### src/rtl/gamepad_tx.sv
`default_nettype none
// ============================================================================
// Module   : gamepad_tx
// Function : Serial gamepad transmitter. Emits a latch pulse followed by 24
//            clock pulses carrying a captured button word, MSB first.
// Revision : 1.0 - initial release
// ============================================================================
module gamepad_tx #(
    parameter int HALF_PERIOD = 6,
    parameter int LATCH_WIDTH = 12,
    parameter int GAP         = 6
) (
    input  logic        clk,
    input  logic        rst,
    input  logic        start,
    input  logic [23:0] buttons,
    output logic        busy,
    output logic        done,
    output logic        gp_latch,
    output logic        gp_clk,
    output logic        gp_data
);

    localparam int c_TMR_MAX = (HALF_PERIOD > LATCH_WIDTH)
                             ? ((HALF_PERIOD > GAP) ? HALF_PERIOD : GAP)
                             : ((LATCH_WIDTH > GAP) ? LATCH_WIDTH : GAP);
    localparam int c_TW = (c_TMR_MAX > 1) ? $clog2(c_TMR_MAX) : 1;

    localparam logic [c_TW-1:0] c_HP_END    = c_TW'(HALF_PERIOD - 1);
    localparam logic [c_TW-1:0] c_LATCH_END = c_TW'(LATCH_WIDTH - 1);
    localparam logic [c_TW-1:0] c_GAP_END   = c_TW'(GAP - 1);
    localparam logic [4:0]      c_LAST_BIT  = 5'd23;

    localparam logic [2:0] c_ST_IDLE  = 3'd0;
    localparam logic [2:0] c_ST_LATCH = 3'd1;
    localparam logic [2:0] c_ST_GAP   = 3'd2;
    localparam logic [2:0] c_ST_LOW   = 3'd3;
    localparam logic [2:0] c_ST_HIGH  = 3'd4;

    logic [2:0]      r_state;
    logic [c_TW-1:0] r_timer;
    logic [4:0]      r_bit;
    logic [23:0]     r_sreg;
    logic            r_busy;
    logic            r_done;
    logic            r_latch;
    logic            r_clk;
    logic            r_data;

    logic [2:0]      w_next_state;
    logic [c_TW-1:0] w_next_timer;
    logic [4:0]      w_next_bit;
    logic [23:0]     w_next_sreg;
    logic            w_frame_end;

    // Every phase counts 0..DURATION-1 and restarts the timer on exit.
    always_comb begin
        w_next_state = r_state;
        w_next_timer = r_timer + 1'b1;
        w_next_bit   = r_bit;
        w_next_sreg  = r_sreg;
        w_frame_end  = 1'b0;
        case (r_state)
            c_ST_IDLE: begin
                w_next_timer = '0;
                if (start) begin
                    w_next_state = c_ST_LATCH;
                    w_next_sreg  = buttons;
                end
            end
            c_ST_LATCH: begin
                if (r_timer == c_LATCH_END) begin
                    w_next_state = c_ST_GAP;
                    w_next_timer = '0;
                end
            end
            c_ST_GAP: begin
                if (r_timer == c_GAP_END) begin
                    w_next_state = c_ST_LOW;
                    w_next_timer = '0;
                    w_next_bit   = '0;
                end
            end
            c_ST_LOW: begin
                if (r_timer == c_HP_END) begin
                    w_next_state = c_ST_HIGH;
                    w_next_timer = '0;
                end
            end
            c_ST_HIGH: begin
                if (r_timer == c_HP_END) begin
                    w_next_timer = '0;
                    w_next_sreg  = {r_sreg[22:0], 1'b0};
                    if (r_bit == c_LAST_BIT) begin
                        w_next_state = c_ST_IDLE;
                        w_frame_end  = 1'b1;
                    end else begin
                        w_next_state = c_ST_LOW;
                        w_next_bit   = r_bit + 1'b1;
                    end
                end
            end
            default: begin
                w_next_state = c_ST_IDLE;
                w_next_timer = '0;
            end
        endcase
    end

    // Line outputs are decoded from the next state so they are registered
    // and line up exactly with the state they describe.
    always_ff @(posedge clk or posedge rst) begin
        if (rst) begin
            r_state <= c_ST_IDLE;
            r_timer <= '0;
            r_bit   <= '0;
            r_sreg  <= '0;
            r_busy  <= 1'b0;
            r_done  <= 1'b0;
            r_latch <= 1'b0;
            r_clk   <= 1'b0;
            r_data  <= 1'b0;
        end else begin
            r_state <= w_next_state;
            r_timer <= w_next_timer;
            r_bit   <= w_next_bit;
            r_sreg  <= w_next_sreg;
            r_busy  <= (w_next_state != c_ST_IDLE);
            r_done  <= w_frame_end;
            r_latch <= (w_next_state == c_ST_LATCH);
            r_clk   <= (w_next_state == c_ST_HIGH);
            r_data  <= (w_next_state != c_ST_IDLE) & w_next_sreg[23];
        end
    end

    assign busy     = r_busy;
    assign done     = r_done;
    assign gp_latch = r_latch;
    assign gp_clk   = r_clk;
    assign gp_data  = r_data;

endmodule
`default_nettype wire

### config.mk
export PLATFORM = sky130hd
export DESIGN_NAME = gamepad_tx
export DESIGN_NICKNAME = d
export VERILOG_FILES = /design/src/rtl/gamepad_tx.sv
export SDC_FILE = /design/constraint.sdc
export NUM_CORES = 1
export LEC_CHECK = 0
export ABC_AREA = 1
export CAP_MARGIN = 30
export CORE_ASPECT_RATIO = 0.75
export CORE_MARGIN = 10
export CORE_UTILIZATION = 52
export CTS_CLUSTER_DIAMETER = 100
export DETAILED_ROUTE_END_ITERATION = 6
export PLACE_DENSITY_LB_ADDON = 0.08
export SYNTH_ARGS = -nofsm -noshare
export SYNTH_HDL_FRONTEND = slang
export SYNTH_SLANG_ARGS = --single-unit
### constraint.sdc
create_clock -name clk -period 1.5 [get_ports clk]
set_input_delay 0.15 -clock clk [delete_from_list [all_inputs] [get_ports clk]]
set_output_delay 0.15 -clock clk [all_outputs]
set_load 0.1 [all_outputs]
==> flow_metrics.tcl <==
set metrics [dict create \
    status "finished clean" \
    die_h_microns 73.2 \
    yosys.area_share.simple_pct 26.6 \
    seqPwrFrac_pct 49.2 \
    final_cell_mix "nand2_1, dfrtp_1, clkdlybuf4s50_1" \
    hold_buffers 0 \
    final_util_pct 75.2 \
    ant_nets 0 \
    switchingPower_uw 415 \
    crit_type "flip-flop to flip-flop" \
    cts-root-buf "clkbuf_8" \
    vias_per_cell 5.11 \
    numClockSinks 41 \
    cap_violations 0 \
    synth.area.mux_share_pct 0 \
    clk_pin_slew_worst_paths_ns 0.08 \
    pwr-share-comb_pct 4.3 \
    routed.top_layer "met4" \
    slew_viol_final 0 \
    grt_pass1_wl_microns 7330 \
    final.min_clock_period_ns 1.46 \
    power.total_uw 2240 \
    drt_iter0_drc 90 \
    finalWeightedCongestion 0.868 \
    max_freq_ghz 0.683 \
    synth_compound_area_share_pct 11.4 \
    start_kind "flip-flop" \
    synth_seq_cells 41 \
    dr_wl_met2_microns 2070 \
    chipWidth_microns 90.9 \
    drcViolationCount 0 \
    die-area_sq_um 6650 \
    intPower_uw 1830 \
    track_usage_pct 13.6 \
    power_frac_clock_pct 46.5 \
    wl_met3_microns 197 \
    grt_max_degree 35 \
    clock-skew-final_ns 0.00587 \
    final_common_cell "nand2_1" \
    cts_tree "done" \
    worstMarginPinSlew_ns 0.329 \
    firstDrtPassIters 4 \
    io_buffers 31 \
    htreeDepth 2 \
    syn_nets 249 \
    endpoint_kind "flip-flop" \
    switching_share_pct 18.5 \
    max-vdd-ir-drop_mv 0.754 \
    wirelength_microns 4530 \
    grt-ovfl-total 0 \
    hp-class "primary input to async pin" \
    synth_xor_area_share_pct 1.34 \
    avgRoutedWirePerCell_microns 14.2 \
    period_share_pct 97.6 \
    fillers 247 \
    rsz0062_at_grt "yes" \
    setup_viol 0 \
    design.core.area_sq_um 3640 \
    fin_tns_setup_ns 0 \
    synth_cell_type_count 27 \
    clkLatencyLatePin_ns 0.30 \
    cts_buffers 5 \
    ff_latch_area_sq_um 1030 \
    synth_top_family_by_area "simple AND/OR/NAND/NOR gates" \
    final_nets 297 \
    multi_input_area_sq_um 907 \
    synthCells 219 \
    cp_max_fo 21 \
    grt_pass1_vias 1520 \
    yosys_warnings 0 \
    hold_viol 0 \
    syn_to_final_growth_pct 39.7 \
    rows 19 \
    max_slew_margin_pct 78.0 \
    cp.required_ns 1.69 \
    critPathArrivalTime_ns 1.65 \
    antenna_found_initial 0 \
    dpl.hpwl_microns 2950 \
    antenna_cells 0 \
    start_util_pct 53.9 \
    drive_above_1_share_pct 27.6 \
    wl_met1_microns 2200 \
    netlist_area_sq_um 1960 \
    vias 1636 \
    cts_buffer_depth 2 \
    ys_seq_area_share_pct 52.4 \
    p_per_area_nw_per_um2 820 \
    timing.final.ws_setup_ns 0.0367 \
    syn_area_per_cell_sq_um 8.95 \
    pre_cts_ws_ns -0.0682 \
    io_pins 32 \
    p_leak_uw 0.00128 \
    synthAdderAreaFrac_pct 1.92 \
    holdWs_ns 0.110 \
]
## registers in the layout, summed over array words and instances (netlist names)
signal / count
gp_data: 1
busy: 1
r_timer: 4
gp_clk: 1
gp_latch: 1
r_bit: 5
r_state: 3
r_sreg: 24
done: 1
## per-stage QoR
stage          cell area (sq um)  std cells
2_1_floorplan               1960        219
3_3_place_gp                2410        302
3_5_place_dp                2410        302
4_1_cts                     2590        313
5_1_grt                     2740        320
6_report                    2740        320
## cells in the mapped netlist (all sizes together)
cell | number | area [sq um]
xnor2 | 1 | 8.76
nand4 | 2 | 12.5
o211ai | 1 | 7.51
o221ai | 1 | 8.76
nand3 | 11 | 65.1
or2 | 1 | 6.26
o21ai | 5 | 25.0
a22o | 1 | 8.76
dfrtp | 41 | 1030
xor2 | 2 | 17.5
buf | 6 | 42.5
nor2 | 20 | 97.6
a22oi | 20 | 150
nand2 | 77 | 332
a21oi | 4 | 23.8
ha | 3 | 37.5
inv | 22 | 82.6
nand3b | 1 | 7.51
## cell families after synthesis
family                     Yosys count
buffers and inverters               28
DFF                                 41
and+or+nand+nor                    112
xor gates and xnor gates             3
adders and majority gates            3
AOI/OAI and AO/OA                   32
## what timing repair did
action / in CTS / in global routing
pin swaps: 4 / 11
setup buffers: 3 / 7
endpoints found under the setup margin: 24 / 28
resized for setup: 6 / 24
## worst max-delay path, cell delays in order, from the launching register on
cell,delay [ns]
dfrtp_1,0.39
inv_1,0.09
ha_4,0.14
nand2_1,0.08
nor2_4,0.19
nand2_4,0.10
nand2_4,0.12
inv_8,0.08
nand2_1,0.08
o211ai_1,0.08
## metal layers
layer  up-vias  GRT usage (%)
met5         -              0
met4         0           6.59
met3         8           3.70
met2        37           20.0
met1       784           18.2
li1        807              -
## worst paths after layout
path	from	to	slack, ns	cells past startpoint
max in group asynchronous	rst	r_timer[0]	0.90	3
min in group clk	buttons[2]	r_sreg[2]	0.44	3
setup reg to reg	r_timer[1]	r_sreg[2]	0.04	9
hold / removal	rst	r_sreg[16]	0.11	2
setup / recovery	r_timer[1]	r_sreg[2]	0.04	9
hold reg to reg	r_sreg[16]	r_sreg[16]	0.48	2
## area by class of cell
cell class / count / area share [%]
Tap cell: 52 / 2.38
Clock buffer: 5 / 2.51
Clock inverter: 3 / 2.38
Sequential cell: 41 / 37.5
Inverter: 22 / 3.29
Multi-Input combinational cell: 150 / 33.2
Timing Repair Buffer: 47 / 18.7
## power by group through the flow
stage / Clock, uW / Sequential (uW) / Combinational, uW
floorplan: 0 / 1130 / 17.3
global placement: 0 / 1130 / 98.5
detailed placement: 0 / 1130 / 98.2
CTS: 1060 / 1100 / 99.0
global route: 1090 / 1100 / 106
finish: 1040 / 1100 / 96.8
Note: power is estimated with default switching activity, not from simulation.
==> RTL change (same flow settings) <==
Remove the register `r_latch`: a continuous assignment takes its place, so the output `gp_latch` follows one clock earlier.
--- a/src/rtl/gamepad_tx.sv
+++ b/src/rtl/gamepad_tx.sv
@@ -117,7 +117,6 @@
             r_sreg  <= '0;
             r_busy  <= 1'b0;
             r_done  <= 1'b0;
-            r_latch <= 1'b0;
             r_clk   <= 1'b0;
             r_data  <= 1'b0;
         end else begin
@@ -127,11 +126,12 @@
             r_sreg  <= w_next_sreg;
             r_busy  <= (w_next_state != c_ST_IDLE);
             r_done  <= w_frame_end;
-            r_latch <= (w_next_state == c_ST_LATCH);
             r_clk   <= (w_next_state == c_ST_HIGH);
             r_data  <= (w_next_state != c_ST_IDLE) & w_next_sreg[23];
         end
     end
+
+    assign r_latch = (w_next_state == c_ST_LATCH);
 
     assign busy     = r_busy;
     assign done     = r_done;
Behaviour: not the same (Yosys sat finds a counterexample within 4 cycles, from zero or initial values and one cycle with rst high).
==> RTL change against the original RTL <==
- the flow now finishes with violations (negative setup slack)
- first-iteration DRC count up 6.7%
- power down 15%
- routed wire length up 2.6%
- sequential cell count down 1
- synthesized area down 1.3%
- worst setup slack worse by 0.15 ns
- combinational power about the same
- final area down 0.37%
- core utilization up 0.22 points
- highest routed layer unchanged
- maximum frequency down 9.3%
- sequential share of layout area down 0.78 points
- register-to-register slack worse by 0.05 ns
==> RTL change: results (changes against the original RTL) <==
Outcome
  • Status: finished with violations (was finished, final reports clean)
  • Failing checks: negative setup slack

Logic synthesis
  • Synth cell types: 29 (was 27)
  • Commonest cells in the netlist: nand2_1, dfrtp_1, inv_1 (was nand2_1, dfrtp_1, a22oi_1)
  • Synth warn: 0 (unchanged)
  • Synth area leaders: dfrtp_1, nand2_1, a22oi_1 (unchanged)
  • FF+latch count, synth: 40 (was 41)
  • Net Count, Synth: 246 (was 249)
  • Sequential share of the synthesized area: 51.7% (was 52.4%)
  • Syn Area/Cell: 8.96 um2 (was 8.95 um2)

Critical path
  • Worst Setup EP: gp_latch (was r_sreg[2]$_DFFE_PP0P_)
  • Worst Setup End Kind: output pin (was flip-flop)
  • Critical Path AT: 1.46 ns (was 1.65 ns)
  • CP delay by family, top: flip-flops (was simple AND/OR/NAND/NOR gates)
  • Critical Path Source: r_timer[1]$_DFF_PP0_ (unchanged)
  • Reg-to-reg endpoint: busy$_DFF_PP0_ (was r_sreg[2]$_DFFE_PP0P_)
  • CP max FO: 2 (was 21)
  • Reg-to-reg slack, setup: -0.01 ns (was 0.04 ns)

Timing
  • Setup WS post-layout: -0.113 ns (was 0.0367 ns)
  • Final Setup Violations: 4 (was 0)
  • Setup_tns: -0.152 ns (was 0 ns)
  • Max transition margin: 84.4% (was 78.0%)
  • Setup Skew: 0.00424 ns (was 0.00587 ns)

Global routing
  • Largest net degree at the start of global routing: 41 (was 35)
  • Tot GR Track Use: 14.6% (was 13.6%)
  • First-pass GRT wire length: 7840 um (was 7330 um)

Cells and area
  • Non-clk bufs: 60 (was 47)
  • Buffering overhead: 21.8% (was 18.7%)
  • Fillcell total: 262 (was 247)
  • # clk buffers: 8 (was 5)
  • Share of cells above drive strength 1: 27.9% (was 27.6%)
  • Comb_multi_in: 147 (was 150)
  • Layout Nets: 309 (was 297)
  • Clock buf/inv share: 3.30% (was 4.89%)
  • Multi-input combinational area share: 32.2% (was 33.2%)
  • Largest regs: r_sreg: 24 flops, r_bit: 5 flops, r_timer: 4 flops (unchanged)

Pwr
  • Switching Fraction: 20.2% (was 18.5%)
  • Worst VDD drop: 0.642 mV (was 0.754 mV)
  • Leak pwr: 1.25 nW (was 1.28 nW)

Place
  • HPWL Detailed: 3260 um (was 2950 um)
  • RD Place Congestion: 0.854 (was 0.868)

Drt
  • Post-DR wirelength/cell: 14.0 um (was 14.2 um)
  • Initial drt markers: 96 (was 90)
  • WL final: 4650 um (was 4530 um)
  • Via Count: 1692 (was 1636)
RTL change: power by group through the flow:
stage               logic [mW]  clock network (mW)  registers [mW]
global placement        0.0987                   0            1.10
detailed placement      0.0984                   0            1.10
global route             0.105               0.786            1.08
floorplan               0.0169                   0            1.10
CTS                     0.0992               0.743            1.08
finish                  0.0970               0.727            1.08
RTL change: per-layer routing:
metal / global-route usage (%) / wire length [um]
met4: 5.28 / 61
met2: 22.4 / 2160
met1: 19.3 / 2260
met5: 0 / 0
met3: 4.21 / 161
RTL change: logic make-up (layout without fill, tap and decap cells):
| logic type | count (synthesis) | in the layout | share of synthesized area (%) |
|---|---|---|---|
| xor gates and xnor gates | 3 | 3 | 1.36 |
| buffers and inverters | 29 | 93 | 6.34 |
| adders and majority gates | 3 | 3 | 1.94 |
| DFF | 40 | 40 | 51.7 |
| and+or+nand+nor | 106 | 106 | 26.5 |
| AOI/OAI and AO/OA | 35 | 35 | 12.2 |
RTL change: worst reg2reg max path, cell delays in order, from the launching register on:
cell and delay (ns):
dfrtp_1 0.40, inv_1 0.12, ha_4 0.17, nand3_4 0.13, nand2_2 0.11, inv_1 0.05, nor2_1 0.12, nand2_1 0.10
nor2_2 0.15, inv_1 0.05
RTL change: metrics by stage:
stage | setup WS, ns | hold WS (ns) | area (um2)
final | -0.113 | 0.214 | 2730
after CTS | -0.0780 | 0.220 | 2680
after global routing | -0.147 | 0.224 | 2730
after floorplan | 0.0375 | 0.267 | 1940
after global placement | -0.0207 | 0.464 | 2490
after detailed placement | -0.0551 | 0.470 | 2490
RTL change: what timing repair did:
item	in CTS	in global routing
pin swaps	4	3
buffers inserted	7	4
resized for setup	10	10
endpoints found under the setup margin	11	28
